`src/rtl/fifo_wr_ptr_ctrl_if.sv`:
```
// Write-side bus of the async FIFO pointer controller.
// The master drives push requests and the read-domain pointer; the slave answers.
interface fifo_wr_ptr_ctrl_if #(
  parameter int ADDR_WIDTH = 4
);
  logic                  wrReq;
  logic [ADDR_WIDTH:0]   rdPtrGray;
  logic                  wrEn;
  logic [ADDR_WIDTH-1:0] wrAddr;
  logic [ADDR_WIDTH:0]   wrPtrGray;
  logic                  full;
  logic                  almostFull;
  logic [ADDR_WIDTH:0]   wrCount;

  modport master (
    output wrReq, rdPtrGray,
    input  wrEn, wrAddr, wrPtrGray,
    input  full, almostFull, wrCount
  );

  modport slave (
    input  wrReq, rdPtrGray,
    output wrEn, wrAddr, wrPtrGray,
    output full, almostFull, wrCount
  );
endinterface

```
`src/rtl/fifo_wr_ptr_ctrl.sv`:
```
// Async FIFO write-side pointer controller: binary/Gray write pointer,
// read-pointer synchronizer and pessimistic full/almost-full/fill status.
module fifo_wr_ptr_ctrl #(
  parameter int ADDR_WIDTH  = 4,
  parameter int SYNC_STAGES = 2,
  parameter int AF_THRESH   = 2**ADDR_WIDTH - 2
) (
  input logic              ACLK,
  input logic              sysReset,
  fifo_wr_ptr_ctrl_if.slave bus
);
  localparam int PW = ADDR_WIDTH + 1;

  logic [PW-1:0] wr_bin;
  logic [PW-1:0] wr_gray;
  logic [PW-1:0] bin_next;
  logic [PW-1:0] gray_next;
  logic [PW-1:0] rd_sync [SYNC_STAGES];
  logic [PW-1:0] rd_s;
  logic [PW-1:0] rd_bin;
  logic [PW-1:0] fill_next;
  logic [PW-1:0] full_ptr;
  logic [PW-1:0] cnt_q;
  logic          full_q;
  logic          af_q;
  logic          wr_en;

  assign wr_en     = bus.wrReq & ~full_q;
  assign bin_next  = wr_bin + {{ADDR_WIDTH{1'b0}}, wr_en};
  assign gray_next = bin_next ^ (bin_next >> 1);
  assign rd_s      = rd_sync[SYNC_STAGES-1];

  // Each binary bit is the XOR of all Gray bits at or above it.
  always_comb begin
    rd_bin = '0;
    for (int i = 0; i < PW; i++) begin
      rd_bin[i] = ^(rd_s >> i);
    end
  end

  assign fill_next = bin_next - rd_bin;
  assign full_ptr  = {~rd_s[ADDR_WIDTH:ADDR_WIDTH-1],
                      rd_s[ADDR_WIDTH-2:0]};

  always_ff @(posedge ACLK or posedge sysReset) begin
    if (sysReset) begin
      for (int k = 0; k < SYNC_STAGES; k++) begin
        rd_sync[k] <= '0;
      end
    end else begin
      rd_sync[0] <= bus.rdPtrGray;
      for (int k = 1; k < SYNC_STAGES; k++) begin
        rd_sync[k] <= rd_sync[k-1];
      end
    end
  end

  always_ff @(posedge ACLK or posedge sysReset) begin
    if (sysReset) begin
      wr_bin  <= '0;
      wr_gray <= '0;
      full_q  <= 1'b0;
      af_q    <= 1'b0;
      cnt_q   <= '0;
    end else begin
      wr_bin  <= bin_next;
      wr_gray <= gray_next;
      full_q  <= (gray_next == full_ptr);
      af_q    <= (fill_next >= PW'(AF_THRESH));
      cnt_q   <= fill_next;
    end
  end

  assign bus.wrEn       = wr_en;
  assign bus.wrAddr     = wr_bin[ADDR_WIDTH-1:0];
  assign bus.wrPtrGray  = wr_gray;
  assign bus.full       = full_q;
  assign bus.almostFull = af_q;
  assign bus.wrCount    = cnt_q;
endmodule

```
`src/flat_wrapper.sv`:
```
// flat-port wrapper written by rule: the top's interface ports become plain ports
module fifo_wr_ptr_ctrl_flat 
#(
  parameter int ADDR_WIDTH  = 4,
  parameter int SYNC_STAGES = 2,
  parameter int AF_THRESH   = 2**ADDR_WIDTH - 2
)
  (ACLK, sysReset, bus_wrReq, bus_rdPtrGray, bus_wrEn, bus_wrAddr, bus_wrPtrGray, bus_full, bus_almostFull, bus_wrCount);
  fifo_wr_ptr_ctrl_if #(.ADDR_WIDTH(ADDR_WIDTH)) bus_i ();
  input logic ACLK;
  input logic sysReset;
  input wire logic [$bits(bus_i.wrReq)-1:0] bus_wrReq;
  input wire logic [$bits(bus_i.rdPtrGray)-1:0] bus_rdPtrGray;
  output wire logic [$bits(bus_i.wrEn)-1:0] bus_wrEn;
  output wire logic [$bits(bus_i.wrAddr)-1:0] bus_wrAddr;
  output wire logic [$bits(bus_i.wrPtrGray)-1:0] bus_wrPtrGray;
  output wire logic [$bits(bus_i.full)-1:0] bus_full;
  output wire logic [$bits(bus_i.almostFull)-1:0] bus_almostFull;
  output wire logic [$bits(bus_i.wrCount)-1:0] bus_wrCount;
  assign bus_i.wrReq = bus_wrReq;
  assign bus_i.rdPtrGray = bus_rdPtrGray;
  assign bus_wrEn = bus_i.wrEn;
  assign bus_wrAddr = bus_i.wrAddr;
  assign bus_wrPtrGray = bus_i.wrPtrGray;
  assign bus_full = bus_i.full;
  assign bus_almostFull = bus_i.almostFull;
  assign bus_wrCount = bus_i.wrCount;
  fifo_wr_ptr_ctrl #(.ADDR_WIDTH(ADDR_WIDTH), .SYNC_STAGES(SYNC_STAGES), .AF_THRESH(AF_THRESH)) u_core (.ACLK(ACLK), .sysReset(sysReset), .bus(bus_i));
endmodule
```
`config.mk`:
```
export PLATFORM = sky130hd
export DESIGN_NAME = fifo_wr_ptr_ctrl_flat
export DESIGN_NICKNAME = d
export VERILOG_FILES = /design/src/rtl/fifo_wr_ptr_ctrl_if.sv /design/src/rtl/fifo_wr_ptr_ctrl.sv /design/src/flat_wrapper.sv
export SDC_FILE = /design/constraint.sdc
export NUM_CORES = 1
export LEC_CHECK = 0
export BUFFER_PORTS_ARGS = -buffer_cell sky130_fd_sc_hd__buf_2
export CORE_MARGIN = 1.5
export CORE_UTILIZATION = 50
export DETAILED_ROUTE_END_ITERATION = 8
export PLACE_DENSITY_LB_ADDON = 0.2
export SETUP_SLACK_MARGIN = 0.2
export SLEW_MARGIN = 20
export SYNTH_ARGS = -nofsm -noshare
export SYNTH_HDL_FRONTEND = slang
export SYNTH_SLANG_ARGS = --single-unit
```
`constraint.sdc`:
```
create_clock -name ACLK -period 7.75 [get_ports ACLK]
set_input_delay 0.775 -clock ACLK [delete_from_list [all_inputs] [get_ports ACLK]]
set_output_delay 0.775 -clock ACLK [all_outputs]
set_load 0.02 [all_outputs]
```
==> flow_metrics.env, run 1 <==
export IMPL_status="finished, final reports clean"
export IMPL_synth_nets=98
export IMPL_ant_nets=0
export IMPL_finalSetupViolCount=0
export IMPL_crit_arrival_ns=3.11
export IMPL_drv_slew=0
export IMPL_cts_resized=0
export IMPL_cts_hold_buf=0
export IMPL_internal_power_uw=358.8
export IMPL_setup_worst_path_start_class="flop"
export IMPL_hold_viol=0
export IMPL_cts_tree="done"
export IMPL_power_uw=624.6
export IMPL_critPathSlowestCell="dfrtp_1"
export IMPL_ys_types=21
export IMPL_total_leakage_power_uw=0.0006477
export IMPL_min_path_type="flop to flop"
export IMPL_p_sw_share_pct=42.56
export IMPL_num_antenna_cells=0
export IMPL_clock_root_buffer="clkbuf_4"
export IMPL_cp_cell_sequence="xor2_1 -> xnor2_1 -> xor2_1 -> xnor2_1 -> ha_1 -> fa_1 -> nor2b_1 -> o21ai_0 -> a311o_1 -> o211ai_1"
export IMPL_cts_max_level=1
export IMPL_yosys_warnings=0
export IMPL_routed_via_density=4.914
export IMPL_drive_gt1_share_pct=27.68
export IMPL_final_period_utilization_pct=37.05
export IMPL_syn_area_um2=1121
export IMPL_dieArea_um2=2535
export IMPL_p_per_area_nw_per_um2=476.3
export IMPL_routed_wl_um=1688
export IMPL_dp_hpwl_um=1360
export IMPL_timing_fmax_ghz=0.3482
export IMPL_maxCapViolCount=0
export IMPL_critPathLaunch="u_core.rd_s[3]"
export IMPL_relSlewSlack_pct=38.98
export IMPL_drcViolationCount=0
export IMPL_io_pins=25
export IMPL_clockBufferDepth=2
export IMPL_required_ns=7.99
export IMPL_reg2reg_slack_ns=4.88
export IMPL_gr_usage_all_layers_pct=15.98
export IMPL_p_seq_share_pct=33.7
export IMPL_reg2reg_from="u_core.rd_s[3]"
export IMPL_p_clk_share_pct=10.5
export IMPL_syn_avg_cell_area_um2=13.35
export IMPL_nets=127
export IMPL_synth_top_cell_area_share_pct=58.04
export IMPL_pre_cts_ws_ns=4.709
export IMPL_initial_utilization_pct=54.90
export IMPL_layout_common_cells="dfrtp_1 (26), buf_2 (24), xnor2_1 (11)"
export IMPL_num_vias=683
export IMPL_path_class="flop to flop"
export IMPL_syn2layout_area_growth_pct=16.96
export IMPL_finalWorstSetupSlack_ns=4.878
export IMPL_netlist_top_cells_area="dfrtp_1 (58%), xnor2_1 (8.6%), ha_1 (5.6%)"
export IMPL_antenna_found_initial=0
export IMPL_tightest_slew_ns=0.9143
export IMPL_grt_max_degree=27
export IMPL_wl_per_cell_um=12.14
export IMPL_clkLatencyLatePin_ns=0.31
export IMPL_row_count=16
export IMPL_final_common_cell="dfrtp_1"
export IMPL_fp_dieW_um=50.35
export IMPL_grt_pass1_wl_um=2946
export IMPL_port_buffers=24
export IMPL_clock_skew_ns=0.003625
export IMPL_cts_buffers=3
export IMPL_fin_hold_ws_ns=0.3634
export IMPL_core_area_um2=2042
export IMPL_cpPeakStageDelay_ns=0.45
export IMPL_ys_ff_latch=26
export IMPL_rsz0062_at_grt="false"
export IMPL_post_cts_setup_buffers=0
export IMPL_n_fill_cell=174
export IMPL_cp_max_fo=3
export IMPL_path_clk_slew_ns=0.13
export IMPL_synth_top_area_cell="dfrtp_1"
export IMPL_comb_power_share_pct=55.7
export IMPL_overflow=0
export IMPL_p_sw_uw=265.8
export IMPL_place_gp_congestion=0.7842
export IMPL_irDropWorstVdd_v=0.0002311
export IMPL_crit_path_end="u_core.bus.almostFull"
export IMPL_ys_seq_area_share_pct=58.04
export IMPL_drt_iter0_markers=4
export IMPL_setup_tns_ns=0
export IMPL_clock_sinks=26
export IMPL_drtPass1Iterations=2
export IMPL_r2r_end="u_core.bus.almostFull"
export IMPL_worstSetupEndpointType="flop"
export IMPL_grt_pass1_vias=698
export IMPL_reg2regPathDepth=10
export IMPL_period_needed_ns=2.872
export IMPL_die_y_um=50.35
export IMPL_syn_inst=84
metrics by stage:
step                      area (µm²)  utilization (%)  std cells
after floorplan                 1121                -         84
after global placement          1275            62.44        135
after detailed placement        1275            62.44        135
after CTS                       1311            64.22        139
after global routing            1311            64.22        139
final                           1311            64.22        139
power groups by stage:
| stage | combinational (µW) | clock [µW] | sequential (µW) |
|---|---|---|---|
| finish | 348 | 65.7 | 211 |
| global route | 391 | 73.5 | 217 |
| CTS | 355 | 68.0 | 211 |
| detailed placement | 352 | 0 | 214 |
| global placement | 344 | 0 | 211 |
| floorplan | 211 | 0 | 266 |
cell usage after synthesis (all sizes together):
cell type and count:
dfrtp 26, xnor2 11, inv 9, xor2 8, ha 5, nand2 4, nand3 4, nor2b 2
o211ai 2, o21ai 2, or3 2, a21boi 1, a21oi 1, a221oi 1, a311o 1, fa 1
nor3 1, or2 1, xnor3 1, xor3 1
layout make-up:
cell class | instances | area [µm²] | area share [%]
flip-flops and latches | 26 | 650.6 | 49.62
multi-input cells | 49 | 436.7 | 33.30
repair buffers | 24 | 120.1 | 9.160
clock buffers | 4 | 36.28 | 2.767
inverters | 9 | 33.78 | 2.576
well taps | 27 | 33.78 | 2.576
worst min-delay path by stage:
| stage | startpoint | endpoint | slack [ns] | depth (start not counted) |
|---|---|---|---|---|
| floorplan | u_core.rd_sync[5] | u_core.rd_s[0] | 0.33 | 0 |
| global placement | u_core.rd_sync[5] | u_core.rd_s[0] | 0.33 | 0 |
| detailed placement | u_core.rd_sync[5] | u_core.rd_s[0] | 0.34 | 0 |
| CTS | u_core.rd_sync[5] | u_core.rd_s[0] | 0.37 | 0 |
| global route | u_core.rd_sync[5] | u_core.rd_s[0] | 0.37 | 0 |
| finish | u_core.rd_sync[5] | u_core.rd_s[0] | 0.36 | 0 |
routing by layer:
layer	vias up	part of all wire, %	GRT usage (%)
met1	326	42	18.53
met5	-	0	0
met2	19	51	28.29
met4	0	2.3	8.108
li1	333	-	-
met3	5	3.8	2.679
worst max-delay path: cells and delay by family, from the launching register on:
kind            cells  cell delay (ns)
compound gates      3             0.61
flops               1             0.45
simple gates        1             0.16
fa+ha+maj           2             0.64
xor+xnor            4             0.94
registers in the layout, indices dropped and copies added, names as in the netlist:
register               flops
u_core.bus.almostFull      1
u_core.rd_s                5
u_core.bus.wrCount         5
u_core.bus.wrPtrGray       4
u_core.wr_bin              5
u_core.bus.full            1
u_core.rd_sync             5
kinds of logic (layout without fill, tap and decap cells):
family	after synthesis	after routing	synth area share, %
compound gates	8	8	5.579
buf+inv	9	37	3.013
flops	26	26	58.04
simple gates	14	14	6.361
xor+xnor	21	21	19.64
fa+ha+maj	6	6	7.366
No activity file was read; power rests on OpenSTA's default activity.
==> run 2, diff against run 1 <==
--- a/config.mk
+++ b/config.mk
@@ -7,7 +7,7 @@
 export LEC_CHECK = 0
 export BUFFER_PORTS_ARGS = -buffer_cell sky130_fd_sc_hd__buf_2
 export CORE_MARGIN = 1.5
-export CORE_UTILIZATION = 50
+export CORE_UTILIZATION = 47
 export DETAILED_ROUTE_END_ITERATION = 8
 export PLACE_DENSITY_LB_ADDON = 0.2
 export SETUP_SLACK_MARGIN = 0.2
==> constraint.sdc (replaced) <==
create_clock -name ACLK -period 2.6 [get_ports ACLK]
set_input_delay 0.26 -clock ACLK [delete_from_list [all_inputs] [get_ports ACLK]]
set_output_delay 0.26 -clock ACLK [all_outputs]
set_load 0.02 [all_outputs]
==> run 2 against run 1 <==
Net effect: sequential cell count did not move; wire length rose by 13%; first-iteration DRC count fell by 100%; largest cell class unchanged; largest power group unchanged.
==> flow_metrics.env, run 2 (synthesized netlist as in run 1, its figures left out) <==
export IMPL_ant_nets=0
export IMPL_p_per_area_nw_per_um2=1434
export IMPL_path_class="flop to flop"
export IMPL_cp_max_fo=2
export IMPL_dp_hpwl_um=1469
export IMPL_setup_worst_path_start_class="flop"
export IMPL_reg2regPathDepth=10
export IMPL_wl_per_cell_um=13.06
export IMPL_p_seq_share_pct=31.1
export IMPL_reg2reg_from="u_core.rd_s[3]"
export IMPL_overflow=0
export IMPL_place_gp_congestion=0.7531
export IMPL_syn2layout_area_growth_pct=27.34
export IMPL_final_period_utilization_pct=92.47
export IMPL_crit_arrival_ns=2.64
export IMPL_p_sw_uw=854.7
export IMPL_drt_iter0_markers=0
export IMPL_fp_dieW_um=51.84
export IMPL_grt_max_degree=27
export IMPL_placedInstanceArea_um2=1314
export IMPL_hold_viol=0
export IMPL_final_common_cell="dfrtp_1"
export IMPL_cts_buffers=3
export IMPL_r2r_end="u_core.bus.almostFull"
export IMPL_path_clk_slew_ns=0.14
export IMPL_gr_usage_all_layers_pct=16.94
export IMPL_comb_power_share_pct=55.6
export IMPL_initial_utilization_pct=50.20
export IMPL_clock_root_buffer="clkbuf_4"
export IMPL_status="finished, final reports clean"
export IMPL_io_pins=25
export IMPL_total_leakage_power_uw=0.0006923
export IMPL_num_antenna_cells=0
export IMPL_timing_fmax_ghz=0.4159
export IMPL_p_clk_share_pct=13.2
export IMPL_drcViolationCount=0
export IMPL_required_ns=2.84
export IMPL_die_y_um=51.84
export IMPL_dieArea_um2=2687
export IMPL_core_area_um2=2233
export IMPL_rsz0062_at_grt="true"
export IMPL_clock_skew_ns=0.01273
export IMPL_fin_util_pct=63.92
export IMPL_maxCapViolCount=0
export IMPL_port_buffers=24
export IMPL_min_path_type="primary input to flop"
export IMPL_irDropWorstVdd_v=0.0008738
export IMPL_period_needed_ns=2.404
export IMPL_clockBufferDepth=2
export IMPL_drive_gt1_share_pct=38.98
export IMPL_holdPathStages=1
export IMPL_relSlewSlack_pct=37.05
export IMPL_layout_common_cells="dfrtp_1 (26), buf_2 (24), xnor2_1 (10)"
export IMPL_cts_tree="done"
export IMPL_hold_start="bus_rdPtrGray[2]"
export IMPL_antenna_found_initial=0
export IMPL_grt_pass1_wl_um=3146
export IMPL_routed_via_density=4.815
export IMPL_clock_sinks=26
export IMPL_finalSetupViolCount=0
export IMPL_drtPass1Iterations=1
export IMPL_row_count=17
export IMPL_num_vias=703
export IMPL_reg2reg_slack_ns=0.20
export IMPL_internal_power_uw=1193
export IMPL_tightest_slew_ns=0.9432
export IMPL_p_sw_share_pct=41.74
export IMPL_stdcell_area_um2=1428
export IMPL_grt_pass1_vias=712
export IMPL_clkLatencyLatePin_ns=0.32
export IMPL_worstSetupEndpointType="flop"
export IMPL_routed_wl_um=1907
export IMPL_drv_slew=0
export IMPL_nets=133
export IMPL_cts_max_level=1
export IMPL_hold_path_endpoint="u_core.rd_sync[7]"
==> run 2: changes by cell type in the layout (fill, tap and decap cells not counted), moves of 2 or more <==
cell | previous run | this run
nor2b_1 | 2 | 0
xor2_2 | 1 | 3
ha_1 | 5 | 3
xor2_1 | 7 | 4
nor2b_2 | 0 | 2
ha_2 | 0 | 2
buf_4 | 0 | 6
==> run 2: worst max-delay path by stage <==
stage | from | to | slack (ns) | cells after the start
after CTS | u_core.rd_s[3] | u_core.bus.almostFull | 0.15 | 10
after global routing | u_core.rd_s[3] | u_core.bus.almostFull | 0.06 | 10
final | u_core.rd_s[3] | u_core.bus.almostFull | 0.20 | 10
after floorplan | u_core.rd_s[4] | u_core.bus.almostFull | 0.13 | 10
after detailed placement | u_core.rd_s[3] | u_core.bus.almostFull | -0.03 | 10
after global placement | u_core.rd_s[3] | u_core.bus.almostFull | 0.11 | 10
==> run 2: repair_timing <==
| item | 4_1_cts | 5_1_grt |
|---|---|---|
| gates resized for setup | 2 | 3 |
| gates cloned | 0 | 0 |
| buffers inserted | 3 | 1 |
| pin swaps | 5 | 0 |
| hold buffers | 0 | 0 |
| endpoints found under the setup margin | 2 | 3 |
==> run 2: layout make-up <==
type	instances	area, µm²
fillers	183	805.8
flip-flops and latches	26	650.6
multi-input cells	49	490.5
repair buffers	30	165.2
well taps	28	35.03
inverters	9	33.78
clock inverters	1	30.03
clock buffers	3	22.52
==> run 2: metal layers <==
layer,global-route usage (%),vias up,wire [µm]
li1,-,338,-
met1,20.38,343,853
met2,28.06,18,938
met3,3.736,4,72
met4,9.211,0,43
met5,0,-,0
==> run 2: power groups by stage <==
stage / clock network (µW) / logic, µW / registers, µW
2_1_floorplan: 0 / 644 / 798
3_3_place_gp: 0 / 1080 / 635
3_5_place_dp: 0 / 1110 / 643
4_1_cts: 281 / 1140 / 633
5_1_grt: 295 / 1260 / 658
6_report: 271 / 1140 / 637
==> run 2: metrics by stage <==
stage / hold slack (ns) / power, µW / setup slack [ns] / TNS (ns) / std cells
after global placement: 0.3321 / 1714 / 0.1123 / 0 / 138
after detailed placement: 0.3397 / 1750 / -0.02983 / -0.02983 / 138
after CTS: 0.02102 / 2049 / 0.1501 / 0 / 145
final: 0.02855 / 2048 / 0.1957 / 0 / 146
after floorplan: 0.2914 / 1442 / 0.1337 / 0 / 84
after global routing: 0.001982 / 2218 / 0.05991 / 0 / 146
==> run 2: critical path, stage by stage (launching register included) <==
cell and delay (ns):
dfrtp_1 0.43, xor2_2 0.20, xnor2_2 0.21, xor2_2 0.20
xnor2_1 0.10, ha_2 0.19, fa_2 0.36, nor2b_2 0.13
nor3_1 0.06, a311o_1 0.34, o211ai_1 0.09
==> run 3, diff against run 2 <==
--- a/config.mk
+++ b/config.mk
@@ -6,8 +6,10 @@
 export NUM_CORES = 1
 export LEC_CHECK = 0
 export BUFFER_PORTS_ARGS = -buffer_cell sky130_fd_sc_hd__buf_2
+export CELL_PAD_IN_SITES_DETAIL_PLACEMENT = 1
+export CELL_PAD_IN_SITES_GLOBAL_PLACEMENT = 2
 export CORE_MARGIN = 1.5
-export CORE_UTILIZATION = 47
+export CORE_UTILIZATION = 31
 export DETAILED_ROUTE_END_ITERATION = 8
 export PLACE_DENSITY_LB_ADDON = 0.2
 export SETUP_SLACK_MARGIN = 0.2
==> run 3 against run 2 <==
Net effect: the run now ends with hold timing left; worst setup slack worse by 0.036 ns; fmax shrank 1.5%; wire length up 7.5%; worst hold slack got worse by 0.044 ns; combinational power about the same; clock power down 24%; design area grew 2.2%; global-route usage shrank 5.7 points; final cell count grew 15%; register-to-register slack lost 0.04 ns; critical path type unchanged; critical endpoint unchanged; largest cell class unchanged.
==> flow_metrics.env, run 3 (synthesized netlist as in run 1, its figures left out) <==
export IMPL_overflow=0
export IMPL_ff_latch_area_um2=650.6
export IMPL_dieArea_um2=3986
export IMPL_clock_sinks=26
export IMPL_routed_wl_um=2050
export IMPL_violations="hold timing"
export IMPL_final_common_cell="dfrtp_1"
export IMPL_ant_nets=0
export IMPL_min_path_type="primary input to asynchronous set/reset pin"
export IMPL_fin_cells=168
export IMPL_gr_usage_all_layers_pct=11.28
export IMPL_initial_utilization_pct=33.07
export IMPL_clockBufferDepth=2
export IMPL_drt_met1_wl_um=917
export IMPL_total_leakage_power_uw=0.0007055
export IMPL_highest_layer="met4"
export IMPL_clock_root_buffer="clkbuf_4"
export IMPL_path_clk_slew_ns=0.14
export IMPL_row_count=21
export IMPL_num_antenna_cells=0
export IMPL_drcViolationCount=0
export IMPL_drtPass1Iterations=2
export IMPL_cts_hold_buf=0
export IMPL_io_pins=25
export IMPL_syn2layout_area_growth_pct=30.13
export IMPL_timing_fmax_ghz=0.4098
export IMPL_core_area_um2=3390
export IMPL_crit_arrival_ns=2.69
export IMPL_setup_tns_ns=0
export IMPL_dp_hpwl_um=1563
export IMPL_finalSetupViolCount=0
export IMPL_cts_tree="done"
export IMPL_clock_skew_ns=0.007519
export IMPL_cts_max_level=1
export IMPL_antenna_found_initial=0
export IMPL_cp_max_fo=2
export IMPL_die_y_um=63.14
export IMPL_cts_buffers=3
export IMPL_n_fill_cell=370
export IMPL_wl_met3_um=65
export IMPL_critPathLaunch="u_core.rd_s[4]"
export IMPL_routed_via_density=4.393
export IMPL_drv_slew=0
export IMPL_p_per_area_nw_per_um2=1377
export IMPL_maxCapViolCount=0
export IMPL_nets=137
export IMPL_place_gp_congestion=0.8006
export IMPL_fp_dieW_um=63.14
export IMPL_period_needed_ns=2.440
export IMPL_multi_input_area_um2=485.5
export IMPL_tightest_slew_ns=0.8993
export IMPL_final_period_utilization_pct=93.86
export IMPL_grt_max_degree=27
export IMPL_relSlewSlack_pct=39.68
export IMPL_rsz0062_at_grt="true"
export IMPL_drt_iter0_markers=8
export IMPL_port_buffers=24
export IMPL_fin_hold_ws_ns=-0.01563
export IMPL_drive_gt1_share_pct=40.98
export IMPL_routed_wl_met2_um=1044
export IMPL_status="finished, violations left"
export IMPL_wl_per_cell_um=12.20
export IMPL_irDropWorstVdd_v=0.0003063
export IMPL_hold_viol=25
export IMPL_path_class="flop to flop"
export IMPL_grt_pass1_vias=760
export IMPL_grt_pass1_wl_um=3477
export IMPL_setup_worst_path_start_class="flop"
export IMPL_clkLatencyLatePin_ns=0.33
export IMPL_layout_common_cells="dfrtp_1 (26), buf_2 (24), xnor2_1 (10), buf_4 (10), inv_1 (8)"
export IMPL_required_ns=2.85
export IMPL_num_vias=738
export IMPL_power_uw=2009
export IMPL_numPlacedInstances=158
export IMPL_reg2reg_from="u_core.rd_s[4]"
export IMPL_worstSetupEndpointType="flop"
[run 3: changes by cell type in the layout (fill, tap and decap cells not counted), sizes merged]
cell | before | now
buf | 30 | 34
clkinv | 0 | 1
bufinv | 1 | 0
clkbuf | 3 | 4
inv | 9 | 8
[run 3: layout make-up]
class	instances	area share, %
Sequential cell	26	44.60
Multi-Input combinational cell	49	33.28
Timing Repair Buffer	34	13.38
Tap cell	46	3.945
Clock buffer	4	2.487
Inverter	9	2.316
[run 3: worst paths after layout]
check	to	slack [ns]	cells past startpoint
worst max-delay path	u_core.bus.almostFull	0.16	10
worst min-delay path	u_core.rd_sync[9]	-0.02	2
worst max register to register	u_core.bus.almostFull	0.16	10
worst min register to register	u_core.rd_s[2]	0.37	0
max in group asynchronous	u_core.wr_bin[2]	2.19	2
min in group ACLK	u_core.rd_sync[9]	0.03	1
[run 3: per-stage QoR]
| step | hold slack, ns | utilization (%) | setup slack (ns) | instance area, µm² |
|---|---|---|---|---|
| final | -0.01563 | 43.04 | 0.1596 | 1459 |
| after global routing | 0.008029 | 43.04 | 0.03837 | 1459 |
| after CTS | 0.01921 | 42.12 | 0.1481 | 1428 |
| after detailed placement | 0.3362 | 39.87 | -0.05285 | 1351 |
| after global placement | 0.3320 | 39.87 | 0.1206 | 1351 |
| after floorplan | 0.2914 | - | 0.1337 | 1144 |
[run 3: per-layer routing]
metal	vias to the layer above	GRT usage [%]
met4	0	4.167
met1	371	14.73
met5	-	0
li1	346	-
met2	18	19.02
met3	3	1.607
[run 3: repair_timing]
action	4_1_cts	5_1_grt
setup endpoints to repair	2	2
cloned	0	0
pin swaps	5	4
setup buffers	4	2
resized for setup	2	3
[run 3: worst max-delay path, stage by stage, from the launching register on]
cell and delay, ns:
dfrtp_1 0.44, xor2_2 0.20, xnor2_2 0.24, xor2_2 0.22, xnor2_1 0.10, ha_2 0.19
fa_2 0.37, nor2b_4 0.14, nor3_1 0.07, a311o_1 0.30, o211ai_1 0.10
[run 3: report_power, final]
part | internal, µW | total, µW | leakage [µW] | switching, µW
combinational | 517 | 1170 | 0.000378 | 657
clock | 85.8 | 206 | 0.0000210 | 120
sequential | 552 | 629 | 0.000307 | 76.9
total | 1150 | 2010 | 0.000705 | 854
